## src/rtl/multicycle_control.sv

```systemverilog
// rtl/multicycle_control.sv - multi-cycle RV32 subset main control FSM with memory timeout, trap and counters
module multicycle_control #(
  parameter int OP_W        = 7,
  parameter int MEM_TIMEOUT = 15,
  parameter int CNT_W       = 32
) (
  input  logic             clk_i,
  input  logic             rst_i,
  input  logic [OP_W-1:0]  Op_i,
  input  logic             Zero_i,
  input  logic             MemReady_i,
  output logic             IMemReq_o,
  output logic             IRWrite_o,
  output logic             PCWrite_o,
  output logic             PCSrc_o,
  output logic             ALUSrcA_o,
  output logic [1:0]       ALUSrcB_o,
  output logic [1:0]       ALUOp_o,
  output logic             MemRead_o,
  output logic             MemWrite_o,
  output logic             MemtoReg_o,
  output logic             RegWrite_o,
  output logic             Trap_o,
  output logic [2:0]       State_o,
  output logic [CNT_W-1:0] Cycles_o,
  output logic [CNT_W-1:0] Retired_o
);

  typedef enum logic [2:0] {
    S_FETCH  = 3'd0,
    S_DECODE = 3'd1,
    S_EXEC   = 3'd2,
    S_MEM    = 3'd3,
    S_WB     = 3'd4,
    S_TRAP   = 3'd5
  } state_e;

  localparam logic [OP_W-1:0] OP_R      = OP_W'(7'b0110011);
  localparam logic [OP_W-1:0] OP_I      = OP_W'(7'b0010011);
  localparam logic [OP_W-1:0] OP_LOAD   = OP_W'(7'b0000011);
  localparam logic [OP_W-1:0] OP_STORE  = OP_W'(7'b0100011);
  localparam logic [OP_W-1:0] OP_BRANCH = OP_W'(7'b1100011);

  // wait counter only needs to reach MEM_TIMEOUT-1; with the timeout disabled it just wraps unused
  localparam int WAIT_W = (MEM_TIMEOUT > 1) ? $clog2(MEM_TIMEOUT) : 1;
  localparam logic [WAIT_W-1:0] WAIT_LAST = (MEM_TIMEOUT > 0) ? WAIT_W'(MEM_TIMEOUT - 1) : '0;

  state_e            state_q, state_d;
  logic [OP_W-1:0]   op_q;
  logic [WAIT_W-1:0] wait_q;
  logic [CNT_W-1:0]  cycles_q;
  logic [CNT_W-1:0]  retired_q;
  logic              trap_q;
  logic              retire;
  logic              wait_hit;
  logic              op_legal;

  assign op_legal = (Op_i == OP_R) || (Op_i == OP_I) || (Op_i == OP_LOAD) ||
                    (Op_i == OP_STORE) || (Op_i == OP_BRANCH);
  assign wait_hit = (MEM_TIMEOUT != 0) && (wait_q == WAIT_LAST);

  // next-state selection; ready beats the timeout when both land in the same cycle
  always_comb begin
    state_d = state_q;
    retire  = 1'b0;
    case (state_q)
      S_FETCH: begin
        if (MemReady_i)    state_d = S_DECODE;
        else if (wait_hit) state_d = S_TRAP;
      end
      S_DECODE: state_d = op_legal ? S_EXEC : S_TRAP;
      S_EXEC: begin
        if (op_q == OP_BRANCH) begin
          state_d = S_FETCH;
          retire  = 1'b1;
        end else if (op_q == OP_R || op_q == OP_I) begin
          state_d = S_WB;
        end else if (op_q == OP_LOAD || op_q == OP_STORE) begin
          state_d = S_MEM;
        end else begin
          state_d = S_TRAP;
        end
      end
      S_MEM: begin
        if (MemReady_i) begin
          if (op_q == OP_LOAD) begin
            state_d = S_WB;
          end else begin
            state_d = S_FETCH;
            retire  = 1'b1;
          end
        end else if (wait_hit) begin
          state_d = S_TRAP;
        end
      end
      S_WB: begin
        state_d = S_FETCH;
        retire  = 1'b1;
      end
      S_TRAP:  state_d = S_TRAP;
      default: state_d = S_TRAP;
    endcase
  end

  // state, latched opcode, wait counter, sticky trap and performance counters
  always_ff @(posedge clk_i) begin
    if (rst_i) begin
      state_q   <= S_FETCH;
      op_q      <= '0;
      wait_q    <= '0;
      cycles_q  <= '0;
      retired_q <= '0;
      trap_q    <= 1'b0;
    end else begin
      state_q  <= state_d;
      cycles_q <= cycles_q + CNT_W'(1);
      if (retire) retired_q <= retired_q + CNT_W'(1);
      if (state_d == S_TRAP) trap_q <= 1'b1;
      if (state_q == S_DECODE) op_q <= Op_i;
      if ((state_d == S_FETCH || state_d == S_MEM) && state_d != state_q)
        wait_q <= '0;
      else if ((state_q == S_FETCH || state_q == S_MEM) && !MemReady_i)
        wait_q <= wait_q + WAIT_W'(1);
    end
  end

  // control outputs decoded from the current state; everything is held low during reset
  always_comb begin
    IMemReq_o  = 1'b0;
    IRWrite_o  = 1'b0;
    PCWrite_o  = 1'b0;
    PCSrc_o    = 1'b0;
    ALUSrcA_o  = 1'b0;
    ALUSrcB_o  = 2'b00;
    ALUOp_o    = 2'b00;
    MemRead_o  = 1'b0;
    MemWrite_o = 1'b0;
    MemtoReg_o = 1'b0;
    RegWrite_o = 1'b0;
    if (!rst_i) begin
      case (state_q)
        S_FETCH: begin
          IMemReq_o = 1'b1;
          ALUSrcB_o = 2'b01;
          IRWrite_o = MemReady_i;
          PCWrite_o = MemReady_i;
        end
        S_DECODE: ALUSrcB_o = 2'b10;
        S_EXEC: begin
          ALUSrcA_o = 1'b1;
          if (op_q == OP_R) begin
            ALUOp_o = 2'b10;
          end else if (op_q == OP_I) begin
            ALUSrcB_o = 2'b10;
            ALUOp_o   = 2'b11;
          end else if (op_q == OP_BRANCH) begin
            ALUOp_o   = 2'b01;
            PCSrc_o   = 1'b1;
            PCWrite_o = Zero_i;
          end else begin
            ALUSrcB_o = 2'b10;
          end
        end
        S_MEM: begin
          MemRead_o  = (op_q == OP_LOAD);
          MemWrite_o = (op_q == OP_STORE);
        end
        S_WB: begin
          RegWrite_o = 1'b1;
          MemtoReg_o = (op_q == OP_LOAD);
        end
        default: ;
      endcase
    end
  end

  assign Trap_o    = trap_q;
  assign State_o   = state_q;
  assign Cycles_o  = cycles_q;
  assign Retired_o = retired_q;

endmodule
```

## config.mk

```make
export PLATFORM = sky130hd
export DESIGN_NAME = multicycle_control
export DESIGN_NICKNAME = d
export VERILOG_FILES = /design/src/rtl/multicycle_control.sv
export SDC_FILE = /design/constraint.sdc
export NUM_CORES = 1
export LEC_CHECK = 0
export ABC_AREA = 0
export BUFFER_PORTS_ARGS = -buffer_cell sky130_fd_sc_hd__buf_4
export CAP_MARGIN = 15
export CORE_MARGIN = 1.5
export CORE_UTILIZATION = 58
export DETAILED_ROUTE_END_ITERATION = 10
export MAX_ROUTING_LAYER = met4
export PLACE_DENSITY = 0.84
export SYNTH_ARGS = -nofsm -noshare
export SYNTH_HDL_FRONTEND = slang
export SYNTH_SLANG_ARGS = --single-unit
```

## constraint.sdc

```tcl
create_clock -name clk_i -period 6.87 [get_ports clk_i]
set_clock_uncertainty 0.05 [all_clocks]
set_input_delay 1.374 -clock clk_i [delete_from_list [all_inputs] [get_ports clk_i]]
set_output_delay 1.374 -clock clk_i [all_outputs]
set_load 0.005 [all_outputs]
```

==> summary.md, run 1 <==
| Metric | Value |
|---|---|
| Die width | 83.9 um |
| Worst-path maximum fanout | 85 |
| Mapped Nets | 467 |
| DRC Markers | 0 |
| PortBufs | 91 |
| Mean Syn Cell Area | 8.41 um^2 |
| Vias in the first global route | 3238 |
| Met2 Use GR | 41.1% |
| Finished Layout Cells | 614 |
| Hold Path Depth | 2 |
| Most common cell after layout, fill and taps aside | buf_4 |
| Family with the most delay on the worst path | buffers and inverters |
| Flop2flop setup slack | 4.27 ns |
| Post-CTS Hold Buffers | 0 |
| Wire length per cell | 13.9 um |
| Crit path capture type | primary output |
| Max cap viols | 0 |
| Netlist cell types | 45 |
| Filler cell count | 478 |
| Reg2reg start | State_o[1] |
| Sequential element share of the synthesized area | 41.6% |
| Worst vdd rail ir drop | 0.117 mV |
| R2R depth | 7 |
| Fmax | 244 MHz |
| Largest net degree at the start of global routing | 86 |
| Worst setup margin | 2.78 ns |
| CP cell instances | buf_4 -> or2_2 -> nor2_1 -> and2_1 -> buf_4 |
| # Post-CTS Setup Buffers | 0 |
| CP startpoint | rst_i |
| Worst hold start | Cycles_o[29] |
| Most Crowded Layer GR | met2 |
| Hold_ws | 0.452 ns |
| Relative slew slack | 42.7% |
| Detailed Place HPWL | 5.88 mm |
| CP arrival | 2.67 ns |
| Met1 Use GR | 30.7% |
| CP peak stage delay | 0.62 ns |
| Skew-Pair Late Insertion Delay | 0.34 ns |
| Initial DRC count | 198 |
| CTS clk-pin slew, worst paths | 0.08 ns |
| Minimum clock period | 4.09 ns |
| Critical path class | input pin to primary output |
| Grt total ovfl | 0 |
| Slew @ Worst Pin | 0.855 ns |
| Core Region | 0.00635 mm^2 |
| Rows | 29 |
| Chip Height | 83.9 um |
| Pwr Density | 189 mW/mm^2 |
| PostCTS Resize Cnt | 0 |
| Status | completed |
| Worst r2r dst | Retired_o[20] |
| Sink Count | 79 |
| Synth Register Bits | 79 |
| Min-Delay Path Class | register to register |
| Setup TNS | 0 ns |
| Placed cells | 598 |
| Antenna diodes | 0 |
| Top cells by area, synth | dfxtp_1 (42%), xor2_1 (11%), nor2_1 (8.7%) |
| Ports | 92 |
| Initial Util | 59.8% |
| Cell mode on critical path | buf_4 |
| RSZ-0062 raised after global routing | no |
| # setup viols final | 0 |
| TritonCTS Buffers | 9 |
| CP Data Required Time | 5.45 ns |
| Met3 GRT Util | 5.54% |
| GR Util All Layers | 25.2% |
| Post-synth top area cell | dfxtp_1 |
| Cells after synthesis | 452 |
| Max-slew violation count | 0 |
| Place WS | 2.77 ns |
| CP bufs+invs | 2 |
| CTS tree | done |
| Commonest cells after routing, fill and taps aside | buf_4 (92), nor2_1 (88), dfxtp_1 (79), xor2_1 (46), nand2_1 (33) |
| Die Area | 0.00705 mm^2 |
| Final #Nets | 547 |
| Hold Path Sink | Cycles_o[29] |
| Final Hold Viols | 0 |
| DRT Pass-1 Iters | 4 |
| Clk buf depth | 2 |
| Area Growth Syn to Fin | 23.0% |
| H-tree depth reported by CTS | 3 |
| Root Buffer | clkbuf_8 |
| Leakage Power | 0.00190 uW |
| Critical Path Start Type | input pin |
| Final period utilization | 59.6% |
| Slowest CP cell | buf_4 |
| First-pass GRT wire length | 14.3 mm |
| Initial antenna violation count | 0 |
| Yosys top cell area share | 41.6% |
| Antenna-violating nets left | 0 |
| Routed vias | 3447 |
| Layout cells sized above 1 | 21.2% |
| Vias/cell | 5.61 |
| Global placer's final weighted congestion | 0.850 |
| Final core area utilization | 73.6% |
| Mapped Area | 0.00380 mm^2 |
| Yosys warns | 0 |
| Drt total wl | 8.52 mm |
## cell type report
cell class	instances	area, um^2	area share, %
sequential	79	1580	33.8
timing repair buffer	92	691	14.8
clock inverter	5	58.8	1.26
tap	77	96.3	2.06
multi-input combinational	341	2080	44.5
inverter	9	33.8	0.723
clock buffer	11	131	2.81
## worst max-delay path by stage
stage | end | slack, ns | depth (start not counted)
finish | IRWrite_o | 2.78 | 5
global route | IRWrite_o | 2.65 | 5
CTS | IRWrite_o | 2.77 | 5
detailed placement | IRWrite_o | 2.77 | 5
global placement | IRWrite_o | 2.80 | 5
floorplan | IRWrite_o | 3.34 | 4
## cells in the mapped netlist (all sizes together)
cell,number
xor2,46
or3,3
dfxtp,79
nor2,88
a21oi,10
o21ai,5
nor2b,3
a22oi,1
nand2b,1
nor3b,2
nand4,25
nand4bb,1
xnor2,16
buf,8
or2,2
nor4,7
nor3,13
o41a,1
o211ai,1
a221oi,2
a2111oi,2
nand4b,4
inv,9
or4,2
o21ba,1
mux2i,9
o21bai,2
o311ai,1
o31a,1
a31oi,2
ha,4
or3b,1
and2,7
a2bb2oi,1
nand2,33
nand3,21
a21boi,1
and4,5
o221ai,1
and3,16
clkbuf,15
## layer usage
metal	routed length (um)	part of all wire [%]
met1	3800	45
met2	4180	49
met3	411	4.8
met4	126	1.5
met5	0	0
## stage by stage
stage / cell area [um^2] / power (uW)
floorplan: 3800 / 538
global placement: 4480 / 559
detailed placement: 4480 / 561
CTS: 4670 / 890
global route: 4670 / 922
finish: 4670 / 883
## worst register-to-register path, cell delays in order, from the launching register on
cell      delay [ns]
dfxtp_1         0.59
or3b_1          0.42
o41a_1          0.34
o221ai_2        0.16
buf_4           0.35
nand3_2         0.15
or3_1           0.35
a21oi_1         0.14
## logic make-up after synthesis
family | Yosys count | share of synthesized area [%]
compound gates | 32 | 6.19
flops | 79 | 41.6
buf+inv | 32 | 3.59
xor+xnor | 62 | 14.3
fa+ha+maj | 4 | 1.32
simple gates | 234 | 30.6
mux | 9 | 2.37
## state kept, by name (all words and copies together), names as in the netlist
signal / flops
Cycles_o: 32
Trap_o: 1
wait_q: 4
op_q: 7
State_o: 3
Retired_o: 32
## report_power, final
part | switching [uW] | leakage (uW) | internal [uW] | total [uW]
clock | 164 | 0.0000895 | 168 | 332
sequential | 13.3 | 0.000639 | 467 | 480
combinational | 38.3 | 0.00117 | 32.0 | 70.4
total | 215 | 0.00190 | 667 | 883
Power figures use the tool's default switching activity.
==> run 2, diff against run 1 <==
CORE_UTILIZATION = 48   (was 58)
PLACE_DENSITY = 0.74   (was 0.84)
clock period = 3.6 ns   (was 6.87 ns; I/O delays follow)
==> summary.md, run 2 (synthesized netlist as in run 1, its figures left out) <==
| Metric | Value |
|---|---|
| Clk buf depth | 2 (unchanged) |
| DRT Pass-1 Iters | 4 (unchanged) |
| Worst vdd rail ir drop | 0.194 mV (+67%) |
| CTS tree | done |
| Drt total wl | 8.71 mm (+2.3%) |
| Initial Util | 49.4% (-10 points) |
| Die Area | 0.00846 mm^2 (+20%) |
| Skew-Pair Late Insertion Delay | 0.35 ns (about the same) |
| Multi-input combinational cell area | 0.00208 mm^2 (unchanged) |
| H-tree depth reported by CTS | 3 (unchanged) |
| Layout cells sized above 1 | 22.0% (+0.77 points) |
| Post-CTS Hold Buffers | 0 (unchanged) |
| First-pass GRT wire length | 14.3 mm (about the same) |
| Core Region | 0.00769 mm^2 (+21%) |
| CTS clk-pin slew, worst paths | 0.07 ns (about the same) |
| Internal power | 1290 uW (+94%) |
| Pwr Density | 362 mW/mm^2 (+92%) |
| Wire length per cell | 13.5 um (-2.3%) |
| # setup viols final | 0 (unchanged) |
| Ports | 92 (unchanged) |
| R2R depth | 7 (unchanged) |
| Post-DP Area | 0.00455 mm^2 (+1.4%) |
| Reg power frac | 53.4% (-1.0 points) |
| Final core area utilization | 61.7% (-12 points) |
| Fmax | 367 MHz |
| Minimum clock period | 2.73 ns |
| # Post-CTS Setup Buffers | 0 (unchanged) |
| CP cell instances | buf_4 -> nand2b_1 -> a2111oi_0 -> o21bai_1 -> a221oi_2 -> mux2i_1 -> a21oi_1 |
| Status | completed |
| Chip Height | 92.0 um (+9.6%) |
| PortBufs | 91 (unchanged) |
| Detailed Place HPWL | 6.26 mm (+6.5%) |
| Die width | 92.0 um (+9.6%) |
| Area occupied by registers | 0.00158 mm^2 (unchanged) |
| TritonCTS Buffers | 9 (unchanged) |
| Crit path capture type | register |
| Largest net degree at the start of global routing | 67 (-22%) |
| CP arrival | 2.89 ns (+0.22 ns) |
| Clock network fraction of total power | 38.3% (+0.7 points) |
| Antenna diodes | 0 (unchanged) |
| Combinational Power Share | 8.2% (+0.2 points) |
| Max-slew violation count | 0 (unchanged) |
| PostCTS Resize Cnt | 0 (unchanged) |
| Flop2flop setup slack | 0.91 ns (-3.36 ns) |
| Final #Nets | 551 (+0.73%) |
| RSZ-0062 raised after global routing | no |
| Setup TNS | 0 ns (unchanged) |
| Relative slew slack | 44.0% (+1.3 points) |
| Final period utilization | 75.7% |
| Initial DRC count | 205 (+3.5%) |
| Worst-path maximum fanout | 4 (-95%) |
| Hold Path Depth | 1 (-1) |
| GR Util All Layers | 21.4% (-3.9 points) |
| Grt total ovfl | 0 (unchanged) |
| Finished Layout Cells | 643 (+4.7%) |
| Leakage Power | 0.00192 uW (+1.2%) |
| CP peak stage delay | 0.76 ns (+0.14 ns) |
| Placed cells | 627 (+4.8%) |
| Area Growth Syn to Fin | 24.9% |
| Root Buffer | clkbuf_8 |
| Initial antenna violation count | 0 (unchanged) |
| Slew @ Worst Pin | 0.819 ns (-0.0360 ns) |
| Critical Path Start Type | input pin |
| Filler cell count | 715 (+50%) |
| DRC Markers | 0 (unchanged) |
| Vias in the first global route | 3130 (-3.3%) |
| Most common cell after layout, fill and taps aside | buf_4 |
| Rows | 32 (+10%) |
| P_sw | 424 uW (+97%) |
| Sink Count | 79 (unchanged) |
| Min-Delay Path Class | register to register |
| Critical path class | input pin to register |
| Final Hold Viols | 0 (unchanged) |
| Vias/cell | 5.32 (-5.2%) |
| Slowest CP cell | a2111oi_0 |
| Commonest cells after routing, fill and taps aside | buf_4 (96), nor2_1 (88), dfxtp_1 (79), xor2_1 (46), nand2_1 (33) |
| Global placer's final weighted congestion | 0.860 (+1.1%) |
| Switching share of power | 24.7% (+0.25 points) |
| Antenna-violating nets left | 0 (unchanged) |
| CP Data Required Time | 3.77 ns (-1.68 ns) |
| Post-route cell area | 0.00474 mm^2 (+1.5%) |
| Max cap viols | 0 (unchanged) |
| Routed vias | 3421 (-0.75%) |
==> run 2: cell count changes in the layout (fill, tap and decap cells not counted) <==
cell	before	now
clkinv_4	1	0
buf_4	92	96
clkbuf_1	2	1
clkbuf_8	9	10
clkinvlp_4	2	3
==> run 2: layout make-up <==
| class | count | share of cell area [%] |
|---|---|---|
| clock inverters | 5 | 1.21 |
| clock buffers | 11 | 2.98 |
| multi-input cells | 341 | 43.9 |
| flip-flops and latches | 79 | 33.3 |
| well taps | 102 | 2.69 |
| inverters | 9 | 0.712 |
| repair buffers | 96 | 15.2 |
==> run 2: power by group through the flow <==
stage	Sequential, uW	Combinational, uW	Clock [uW]
2_1_floorplan	927	99.9	0
5_1_grt	921	154	715
3_5_place_dp	937	142	0
4_1_cts	917	143	674
6_report	918	142	659
3_3_place_gp	937	137	0
==> run 2: per-layer routing <==
metal,vias to the layer above,share of wire (%),global-route usage (%)
met5,-,0,-
met4,0,0.83,7.44
met3,6,5.8,4.64
met2,82,48,34.4
met1,1604,46,26.5
li1,1729,-,-
==> run 2: path summary, 6_finish.rpt <==
path                            startpoint       endpoint
worst min-delay path                Trap_o         Trap_o
worst min register to register      Trap_o         Trap_o
worst max register to register  State_o[1]  Retired_o[20]
worst max-delay path               Op_i[4]      wait_q[0]
==> run 2: critical path: cells and delay by family <==
kind / cells / cell delay [ns]
buf+inv: 1 / 0.12
simple gates: 1 / 0.13
compound gates: 4 / 1.51
mux: 1 / 0.42
==> run 2: stage by stage <==
step | hold slack [ns] | setup slack [ns] | power [uW]
after floorplan | 0.412 | 1.14 | 1030
after global placement | 0.424 | 0.721 | 1070
after detailed placement | 0.428 | 0.580 | 1080
after CTS | 0.455 | 0.899 | 1730
after global routing | 0.474 | 0.731 | 1790
final | 0.450 | 0.875 | 1720
==> run 3, diff against run 2 <==
ABC_AREA = 1   (was 0)
CORE_UTILIZATION = 55   (was 48)
PLACE_DENSITY = 0.78   (was 0.74)
clock period = 2.7 ns   (was 3.6 ns; I/O delays follow)
==> summary.md, run 3 <==
| Metric | Value |
|---|---|
| Layout cells sized above 1 | 20.6% (-1.4 points) |
| Worst r2r dst | Retired_o[9] |
| Placed cells | 847 (+35%) |
| Initial DRC count | 339 (+65%) |
| Routed vias | 4755 (+39%) |
| Skew-Pair Late Insertion Delay | 0.35 ns (about the same) |
| Largest family of logic cells by synthesized area | simple AND/OR/NAND/NOR gates |
| Die Area | 0.00882 mm^2 (+4.3%) |
| Rows | 32 (unchanged) |
| Relative slew slack | 59.8% (+16 points) |
| CTS tree | done |
| Mapped Nets | 683 (+46%) |
| CP Data Required Time | 2.11 ns (-1.66 ns) |
| Synth Register Bits | 79 (unchanged) |
| PostCTS Resize Cnt | 0 (unchanged) |
| Ports | 92 (unchanged) |
| GR Util All Layers | 28.5% (+7.2 points) |
| Global placer's final weighted congestion | 1.03 (+20%) |
| Antenna diodes | 0 (unchanged) |
| PortBufs | 91 (unchanged) |
| Setup TNS | 0 ns (unchanged) |
| Max cap viols | 0 (unchanged) |
| Yosys top cell area share | 34.8% (-6.8 points) |
| Post-CTS Hold Buffers | 0 (unchanged) |
| Area Growth Syn to Fin | 22.2% |
| Most common cell after layout, fill and taps aside | nand2_1 |
| CP startpoint | State_o[0] |
| Vias in the first global route | 4338 (+39%) |
| Sink Count | 79 (unchanged) |
| Die width | 93.9 um (+2.1%) |
| Switching share of power | 28.3% (+3.7 points) |
| Most frequent cells after synthesis | nand2_1 (126), nor2_1 (81), dfxtp_1 (79) |
| P_sw | 798 uW (+88%) |
| Worst vdd rail ir drop | 0.342 mV (+76%) |
| DRC Markers | 0 (unchanged) |
| CP arrival | 1.67 ns (-1.22 ns) |
| Slew @ Worst Pin | 0.603 ns (-0.216 ns) |
| # Post-CTS Setup Buffers | 0 (unchanged) |
| Yosys warns | 0 (unchanged) |
| Netlist cell types | 33 (-27%) |
| Detailed Place HPWL | 8.77 mm (+40%) |
| Final Hold Viols | 0 (unchanged) |
| Post-Synth Simple-Gate Area | 39.2% (+8.6 points) |
| M1 WL | 5.29 mm (+33%) |
| Met2 WL post-DR | 5.38 mm (+30%) |
| Final period utilization | 83.8% |
| Place WS | 0.652 ns (+0.0722 ns) |
| Vias/cell | 5.51 (+3.6%) |
| Grt total ovfl | 0 (unchanged) |
| Commonest cells after routing, fill and taps aside | nand2_1 (126), buf_4 (97), nor2_1 (81), dfxtp_1 (79), inv_1 (78) |
| Reg power frac | 45.2% (-8.2 points) |
| First-pass GRT wire length | 19.7 mm (+38%) |
| Clk buf depth | 2 (unchanged) |
| Finished Layout Cells | 863 (+34%) |
| Combinational Power Share | 15.5% (+7.3 points) |
| Fraction of registers with async set/reset | 0% (unchanged) |
| Post-Synth XOR/XNOR Area | 4.43% (-9.9 points) |
| Hold Path Sink | op_q[1] |
| Minimum clock period | 2.26 ns |
| Post-synthesis mux area share | 0% (-2.4 points) |
| Cells after synthesis | 668 (+48%) |
| Drt total wl | 11.8 mm (+36%) |
| Largest net degree at the start of global routing | 54 (-19%) |
| H-tree depth reported by CTS | 3 (unchanged) |
| Sequential element share of the synthesized area | 34.8% (-6.8 points) |
| Fmax | 442 MHz |
| Leakage Power | 0.00216 uW (+12%) |
| Mean Syn Cell Area | 6.81 um^2 (-19%) |
| Critical Path Start Type | register |
| Wire length per cell | 13.7 um (+1.3%) |
| Reg2reg start | State_o[0] |
| R2R depth | 7 (unchanged) |
| Filler cell count | 719 (+0.56%) |
| Post-synth EDFFs | 0 (unchanged) |
| Initial antenna violation count | 0 (unchanged) |
| Antenna-violating nets left | 0 (unchanged) |
| Worst setup margin | 0.438 ns (-0.437 ns) |
| Flop2flop setup slack | 0.59 ns (-0.32 ns) |
| RSZ-0062 raised after global routing | no |
| Top cells by area, synth | dfxtp_1 (35%), nand2_1 (10%), nor2_1 (6.7%) |
| Min-Delay Path Class | input pin to register |
| Clock network fraction of total power | 39.2% (+0.9 points) |
| Adder-cell share of the synthesized area | 1.10% (-0.22 points) |
| Worst-path maximum fanout | 7 (+3) |
| Crit path capture type | primary output |
| WL met3 | 973 um (+93%) |
| Top Metal Used | met4 |
| Initial Util | 57.9% (+8.5 points) |
| Worst hold start | Op_i[1] |
| Compound-cell area share of the yosys netlist | 11.4% (+5.2 points) |
| Chip Height | 93.9 um (+2.1%) |
| Hold Path Depth | 3 (+2) |
| Status | completed |
| # setup viols final | 0 (unchanged) |
| Critical path class | register to primary output |
| CTS clk-pin slew, worst paths | 0.09 ns (+0.02 ns) |
| Root Buffer | clkbuf_8 |
| Count leader, synth | nand2_1 |
| Pwr Density | 507 mW/mm^2 (+40%) |
| Final #Nets | 771 (+40%) |
| DRT Pass-1 Iters | 6 (+2) |
| Max-slew violation count | 0 (unchanged) |
| TritonCTS Buffers | 9 (unchanged) |
| Ys flop type | dfxtp_1 |
| Mapped Area | 0.00455 mm^2 (+20%) |
| Post-synth top area cell | dfxtp_1 |
| Internal power | 2020 uW (+56%) |
| Core Region | 0.00785 mm^2 (+2.1%) |
## run 3: worst max-delay path by stage
stage                              end  slack [ns]  cells after the start
final                       MemWrite_o        0.44                      5
after detailed placement  Retired_o[9]        0.65                      7
after global placement         PCSrc_o        0.68                      5
after global routing        ALUOp_o[0]        0.28                      8
after floorplan           ALUSrcB_o[0]        0.83                      4
after CTS                   MemWrite_o        0.43                      5
## run 3: layout make-up
cell class / count / area, um^2 / share of cell area, %
flip-flops and latches: 79 / 1580 / 28.5
clock inverters: 6 / 115 / 2.07
clock buffers: 10 / 138 / 2.48
well taps: 102 / 128 / 2.30
multi-input cells: 485 / 2550 / 45.9
inverters: 84 / 315 / 5.67
repair buffers: 97 / 728 / 13.1
## run 3: logic make-up (layout without fill, tap and decap cells)
kind of cell,count (synthesis),after routing
fa+ha+maj,4,4
compound gates,98,98
xor+xnor,23,23
simple gates,360,360
buf+inv,104,197
flops,79,79
## run 3: power by group through the flow
stage | Sequential, uW | Combinational [uW] | Clock [uW]
finish | 1280 | 438 | 1110
floorplan | 1290 | 306 | 0
detailed placement | 1300 | 433 | 0
CTS | 1270 | 435 | 1120
global route | 1280 | 498 | 1170
global placement | 1300 | 424 | 0
## run 3: metal layers
metal / vias up / global-route usage, %
met1: 2140 / 37.4
met4: 0 / 9.83
met5: - / -
met2: 213 / 44.6
li1: 2381 / -
met3: 21 / 4.77
## run 3: worst max-delay path: stages (launching register included)
cell     delay [ns]
dfxtp_1        0.54
nand2_2        0.11
nor2_4         0.16
inv_2          0.07
nor4_1         0.28
buf_4          0.17
## run 3: metrics by stage
step	util, %	instance area [um^2]	hold slack [ns]	total power, uW
floorplan	-	4550	0.394	1600
global placement	67.6	5310	0.393	1720
detailed placement	67.6	5310	0.405	1730
CTS	70.8	5560	0.390	2830
global route	70.8	5560	0.387	2950
finish	70.8	5560	0.399	2820
